<file path="src/rtl/memory_access.sv">
// Memory-access pipeline stage: passes ALU results through and runs one data-memory access at a time.
// Optional build macro MEMORY_ACCESS_MISALIGN_TRAP_EN turns misaligned memory ops into a one-cycle flagged bubble.
module memory_access #(
  parameter int unsigned ADDRESS_WIDTH = 32,
  parameter int unsigned DATA_WIDTH    = 32
) (
  input  logic                     clk,
  input  logic                     rst,
  input  logic                     valid_e,
  output logic                     ready_e,
  input  logic                     reg_write_e,
  input  logic [1:0]               result_src_e,
  input  logic                     mem_write_e,
  input  logic [2:0]               funct3_e,
  input  logic [ADDRESS_WIDTH-1:0] alu_result_e,
  input  logic [DATA_WIDTH-1:0]    write_data_e,
  input  logic [4:0]               rd_e,
  input  logic [ADDRESS_WIDTH-1:0] pc_plus4_e,
  output logic                     dmem_req,
  output logic                     dmem_we,
  output logic [ADDRESS_WIDTH-1:0] dmem_addr,
  output logic [3:0]               dmem_be,
  output logic [DATA_WIDTH-1:0]    dmem_wdata,
  input  logic                     dmem_ready,
  input  logic [DATA_WIDTH-1:0]    dmem_rdata,
  output logic                     reg_write_m,
  output logic [1:0]               result_src_m,
  output logic [ADDRESS_WIDTH-1:0] alu_result_m,
  output logic [DATA_WIDTH-1:0]    read_data_m,
  output logic [4:0]               rd_m,
  output logic [ADDRESS_WIDTH-1:0] pc_plus4_m,
  output logic                     stall_m,
  output logic                     misaligned_m
);

  localparam int unsigned AW = ADDRESS_WIDTH;
  localparam int unsigned DW = DATA_WIDTH;

  typedef enum logic {IDLE = 1'b0, ACCESS = 1'b1} state_t;

  state_t          state;
  logic            mem_op_c;
  logic            trap_c;
  logic [1:0]      size_c;
  logic [AW-1:0]   addr_aligned_c;
  logic [3:0]      be_c;
  logic [DW-1:0]   wdata_c;

  logic            cap_reg_write;
  logic            cap_store;
  logic [1:0]      cap_result_src;
  logic [2:0]      cap_funct3;
  logic [AW-1:0]   cap_alu;
  logic [4:0]      cap_rd;
  logic [AW-1:0]   cap_pc4;

  assign stall_m = (state == ACCESS);
  assign ready_e = !stall_m;

  // Extract and extend the addressed byte/half of a read word.
  function automatic logic [DW-1:0] load_format(input logic [2:0] f3, input logic [1:0] lane,
                                                input logic [DW-1:0] word);
    logic [7:0]  b;
    logic [15:0] h;
    b = word[{lane, 3'b000} +: 8];
    h = lane[1] ? word[31:16] : word[15:0];
    case (f3)
      3'b000:  load_format = {{(DW-8){b[7]}}, b};
      3'b100:  load_format = {{(DW-8){1'b0}}, b};
      3'b001:  load_format = {{(DW-16){h[15]}}, h};
      3'b101:  load_format = {{(DW-16){1'b0}}, h};
      default: load_format = word;
    endcase
  endfunction

  // Access size (0 byte, 1 half, 2 word), aligned address and store lane steering.
  always_comb begin
    mem_op_c = (result_src_e == 2'b01) || mem_write_e;
    case (funct3_e)
      3'b000, 3'b100: size_c = 2'd0;
      3'b001, 3'b101: size_c = 2'd1;
      default:        size_c = 2'd2;
    endcase
    addr_aligned_c = alu_result_e;
    if (size_c == 2'd1) addr_aligned_c[0] = 1'b0;
    if (size_c == 2'd2) addr_aligned_c[1:0] = 2'b00;
    be_c    = 4'b1111;
    wdata_c = write_data_e;
    if (mem_write_e) begin
      case (size_c)
        2'd0: begin
          be_c    = 4'b0001 << addr_aligned_c[1:0];
          wdata_c = {4{write_data_e[7:0]}};
        end
        2'd1: begin
          be_c    = addr_aligned_c[1] ? 4'b1100 : 4'b0011;
          wdata_c = {2{write_data_e[15:0]}};
        end
        default: ;
      endcase
    end
  end

`ifdef MEMORY_ACCESS_MISALIGN_TRAP_EN
  assign trap_c = mem_op_c && (((size_c == 2'd1) && alu_result_e[0]) ||
                               ((size_c == 2'd2) && (alu_result_e[1:0] != 2'b00)));
`else
  assign trap_c = 1'b0;
`endif

  // Stage FSM with registered memory request and writeback fields.
  always_ff @(posedge clk or posedge rst) begin
    if (rst) begin
      state          <= IDLE;
      dmem_req       <= 1'b0;
      dmem_we        <= 1'b0;
      dmem_addr      <= '0;
      dmem_be        <= '0;
      dmem_wdata     <= '0;
      reg_write_m    <= 1'b0;
      result_src_m   <= '0;
      alu_result_m   <= '0;
      read_data_m    <= '0;
      rd_m           <= '0;
      pc_plus4_m     <= '0;
      misaligned_m   <= 1'b0;
      cap_reg_write  <= 1'b0;
      cap_store      <= 1'b0;
      cap_result_src <= '0;
      cap_funct3     <= '0;
      cap_alu        <= '0;
      cap_rd         <= '0;
      cap_pc4        <= '0;
    end else begin
      misaligned_m <= 1'b0;
      case (state)
        IDLE: begin
          reg_write_m <= 1'b0;
          if (valid_e) begin
            if (trap_c) begin
              misaligned_m <= 1'b1;
            end else if (mem_op_c) begin
              cap_reg_write  <= reg_write_e;
              cap_store      <= mem_write_e;
              cap_result_src <= result_src_e;
              cap_funct3     <= funct3_e;
              cap_alu        <= alu_result_e;
              cap_rd         <= rd_e;
              cap_pc4        <= pc_plus4_e;
              dmem_req       <= 1'b1;
              dmem_we        <= mem_write_e;
              dmem_addr      <= addr_aligned_c;
              dmem_be        <= be_c;
              dmem_wdata     <= wdata_c;
              state          <= ACCESS;
            end else begin
              reg_write_m  <= reg_write_e;
              result_src_m <= result_src_e;
              alu_result_m <= alu_result_e;
              read_data_m  <= '0;
              rd_m         <= rd_e;
              pc_plus4_m   <= pc_plus4_e;
            end
          end
        end
        ACCESS: begin
          reg_write_m <= 1'b0;
          if (dmem_ready) begin
            reg_write_m  <= cap_reg_write && !cap_store;
            result_src_m <= cap_result_src;
            alu_result_m <= cap_alu;
            read_data_m  <= cap_store ? '0 : load_format(cap_funct3, dmem_addr[1:0], dmem_rdata);
            rd_m         <= cap_rd;
            pc_plus4_m   <= cap_pc4;
            dmem_req     <= 1'b0;
            dmem_we      <= 1'b0;
            state        <= IDLE;
          end
        end
      endcase
    end
  end

endmodule
</file>
<file path="config.mk">
export PLATFORM = sky130hd
export DESIGN_NAME = memory_access
export DESIGN_NICKNAME = d
export VERILOG_FILES = /design/src/rtl/memory_access.sv
export SDC_FILE = /design/constraint.sdc
export NUM_CORES = 1
export LEC_CHECK = 0
export BUFFER_PORTS_ARGS = -buffer_cell sky130_fd_sc_hd__buf_4
export CAP_MARGIN = 20
export CORE_MARGIN = 3
export CORE_UTILIZATION = 50
export DETAILED_ROUTE_END_ITERATION = 16
export PLACE_DENSITY_LB_ADDON = 0.12
export SLEW_MARGIN = 25
export SYNTH_ARGS = -nofsm -noshare
export SYNTH_HDL_FRONTEND = slang
export SYNTH_SLANG_ARGS = --single-unit
export TNS_END_PERCENT = 10
</file>
<file path="constraint.sdc">
create_clock -name clk -period 8.5 [get_ports clk]
set_clock_uncertainty 0.1 [all_clocks]
set_input_delay 1.7 -clock clk [delete_from_list [all_inputs] [get_ports clk]]
set_output_delay 1.7 -clock clk [all_outputs]
set_load 0.005 [all_outputs]
</file>
==> results.sh <==
export IMPL_nets=1442
export IMPL_cts_buffers=25
export IMPL_path_clk_slew_ps=60
export IMPL_chipHeight_um=147
export IMPL_hold_viol_final=0
export IMPL_hold_class="flip-flop to flip-flop"
export IMPL_setup_viol=0
export IMPL_firstDrtPassIters=4
export IMPL_place_hpwl_um=18400
export IMPL_numClockSinks=221
export IMPL_root_buffer="clkbuf_16"
export IMPL_synth_most_common_cell="nand2_1"
export IMPL_worstSetupStartpointType="input pin"
export IMPL_synth_edf_count=0
export IMPL_slew_headroom_pct=36.4
export IMPL_placed_area_um2=12300
export IMPL_gp_congestion=0.799
export IMPL_syn_inst=1046
export IMPL_period_share_pct=41.8
export IMPL_reg2reg_from="stall_m"
export IMPL_initialDrtViolationCount=433
export IMPL_postLayoutCoreUtil_pct=67.4
export IMPL_worstHoldStart="cap_pc4[4]"
export IMPL_clock_latency_ps=510
export IMPL_grt_pass1_vias=8153
export IMPL_synthToLayoutAreaGrowth_pct=31.9
export IMPL_ys_top_cells_by_count="288 x nand2_1, 221 x dfrtp_1, 109 x nor2_1"
export IMPL_die_area_um2=21700
export IMPL_ys_types=44
export IMPL_die_x_um=147
export IMPL_final_layout_size_suffix_gt1_share_pct=30.0
export IMPL_diodes=0
export IMPL_drv_slew=0
export IMPL_via_count=8282
export IMPL_worst_pin_slew_ps=954
export IMPL_grt_pass1_wl_um=43500
export IMPL_path_class="input pin to flip-flop"
export IMPL_power_density_nw_per_um2=271
export IMPL_drt_wl_total_um=27300
export IMPL_cts_resized=0
export IMPL_drc=0
export IMPL_avgSynthCellArea_um2=9.54
export IMPL_crit_arrival_ps=3880
export IMPL_fmax_mhz=281
export IMPL_post_cts_buffers=0
export IMPL_synth_area_top_cells="dfrtp_1 55%, nand2_1 11%, mux2i_1 7.4%, a21oi_1 4.1%, nor2_1 4.1%"
export IMPL_io_buffers=319
export IMPL_io_pins=321
export IMPL_clock_path_buffers=3
export IMPL_ys_seq_area_share_pct=55.4
export IMPL_wl_per_cell_um=17.3
export IMPL_fin_area_um2=13200
export IMPL_antenna_found_initial=0
export IMPL_start_util_pct=51.1
export IMPL_synth_top_cell_area_share_pct=55.4
export IMPL_core_area_um2=19500
export IMPL_ys_flop_type="dfrtp_1"
export IMPL_vdd_ir_drop_max_mv=0.180
export IMPL_vias_per_cell=5.24
export IMPL_finalSetupTns_ps=0
export IMPL_p_leak_uw=0.00652
export IMPL_cts_htree_levels=1
export IMPL_synth_seq_cells=221
export IMPL_synth_top_area_cell="dfrtp_1"
export IMPL_globalRouteTotalUtil_pct=24.6
export IMPL_async_flop_share_pct=100
export IMPL_drv_cap=0
export IMPL_postCtsHoldBufs=0
export IMPL_rows=51
export IMPL_startpoint="result_src_e[0]"
export IMPL_status="completed"
export IMPL_rsz0062_at_grt="false"
export IMPL_cp_max_fo=92
export IMPL_fillers=1612
export IMPL_crit_required_ps=8830
export IMPL_grt_max_degree=148
export IMPL_overflow=0
export IMPL_syn_area_um2=9980
export IMPL_finalCriticalPeriod_ps=3550
export IMPL_endpoint_kind="flip-flop"
export IMPL_cts_tree="done"
export IMPL_synth_nets=1190
export IMPL_yosysWarnings=0
export IMPL_ant_nets=0
[final timing paths]
check / depth (start not counted) / end / slack [ps]
min in group asynchronous: 2 / dmem_addr[8] / 1220
setup / recovery: 7 / alu_result_m[7] / 4950
hold / removal: 2 / cap_pc4[4] / 370
setup reg to reg: 6 / alu_result_m[7] / 5370
max in group asynchronous: 3 / stall_m / 5800
hold reg to reg: 2 / cap_pc4[4] / 370
[worst max-delay path: stages]
cell and delay [ps]:
buf_4 120, nor2b_1 210, o31ai_4 230, buf_4 470, buf_4 760, nor2_1 130, a21oi_1 170
[through the flow]
step                power, uW  hold WS, ps  std cells  setup slack, ps
detailed placement       2490          362       1536             4450
CTS                      3600          376       1580             4980
global route             3770          397       1580             4780
finish                   3570          369       1580             4950
global placement         2460          356       1536             4540
floorplan                1980          345       1046              651
[state kept, by name, indices dropped and copies added (netlist names), 2 cells and up]
signal	cells
alu_result_m	32
cap_alu	3
cap_funct3	3
cap_pc4	32
cap_rd	5
cap_result_src	2
dmem_addr	31
dmem_be	4
dmem_wdata	32
pc_plus4_m	32
rd_m	5
read_data_m	32
result_src_m	2
[routing by layer]
metal | wire [um] | vias up | global-route usage [%] | share of wire, %
met4 | 861 | 0 | 7.32 | 3.1
met2 | 12800 | 297 | 40.1 | 47
met3 | 2250 | 56 | 6.32 | 8.2
met5 | 0 | - | 0 | 0
li1 | - | 3988 | - | -
met1 | 11400 | 3941 | 32.7 | 42
[cell families after synthesis]
group,count (synthesis),synth area share (%)
flip-flops,221,55.4
AO/OA/AOI/OAI,187,12.6
AND/OR/NAND/NOR,443,17.7
other,1,0.0376
multiplexers,81,8.67
buffers and inverters,113,5.58
[power by group]
group / internal, uW / switching, uW
clock: 683 / 418
combinational: 516 / 430
sequential: 1320 / 202
[cells in the final DEF, fill, tap and decap left out, types with 14 or more instances in the layout]
cell type / n
mux2i_1: 74
nand2_1: 288
clkbuf_16: 25
a21oi_1: 81
nor2b_1: 17
dfrtp_1: 220
o31ai_1: 14
o21ai_0: 18
buf_4: 327
nor2_1: 109
[layout make-up]
class | instances | area (um^2) | share of cell area (%)
clock buffer | 38 | 774 | 5.89
clock inverter | 6 | 80.1 | 0.609
timing repair buffer | 328 | 2470 | 18.7
tap | 265 | 332 | 2.52
inverter | 10 | 50.0 | 0.380
sequential | 221 | 5530 | 42.1
multi-input combinational | 712 | 3920 | 29.8
(Power assumes the default switching activity.)
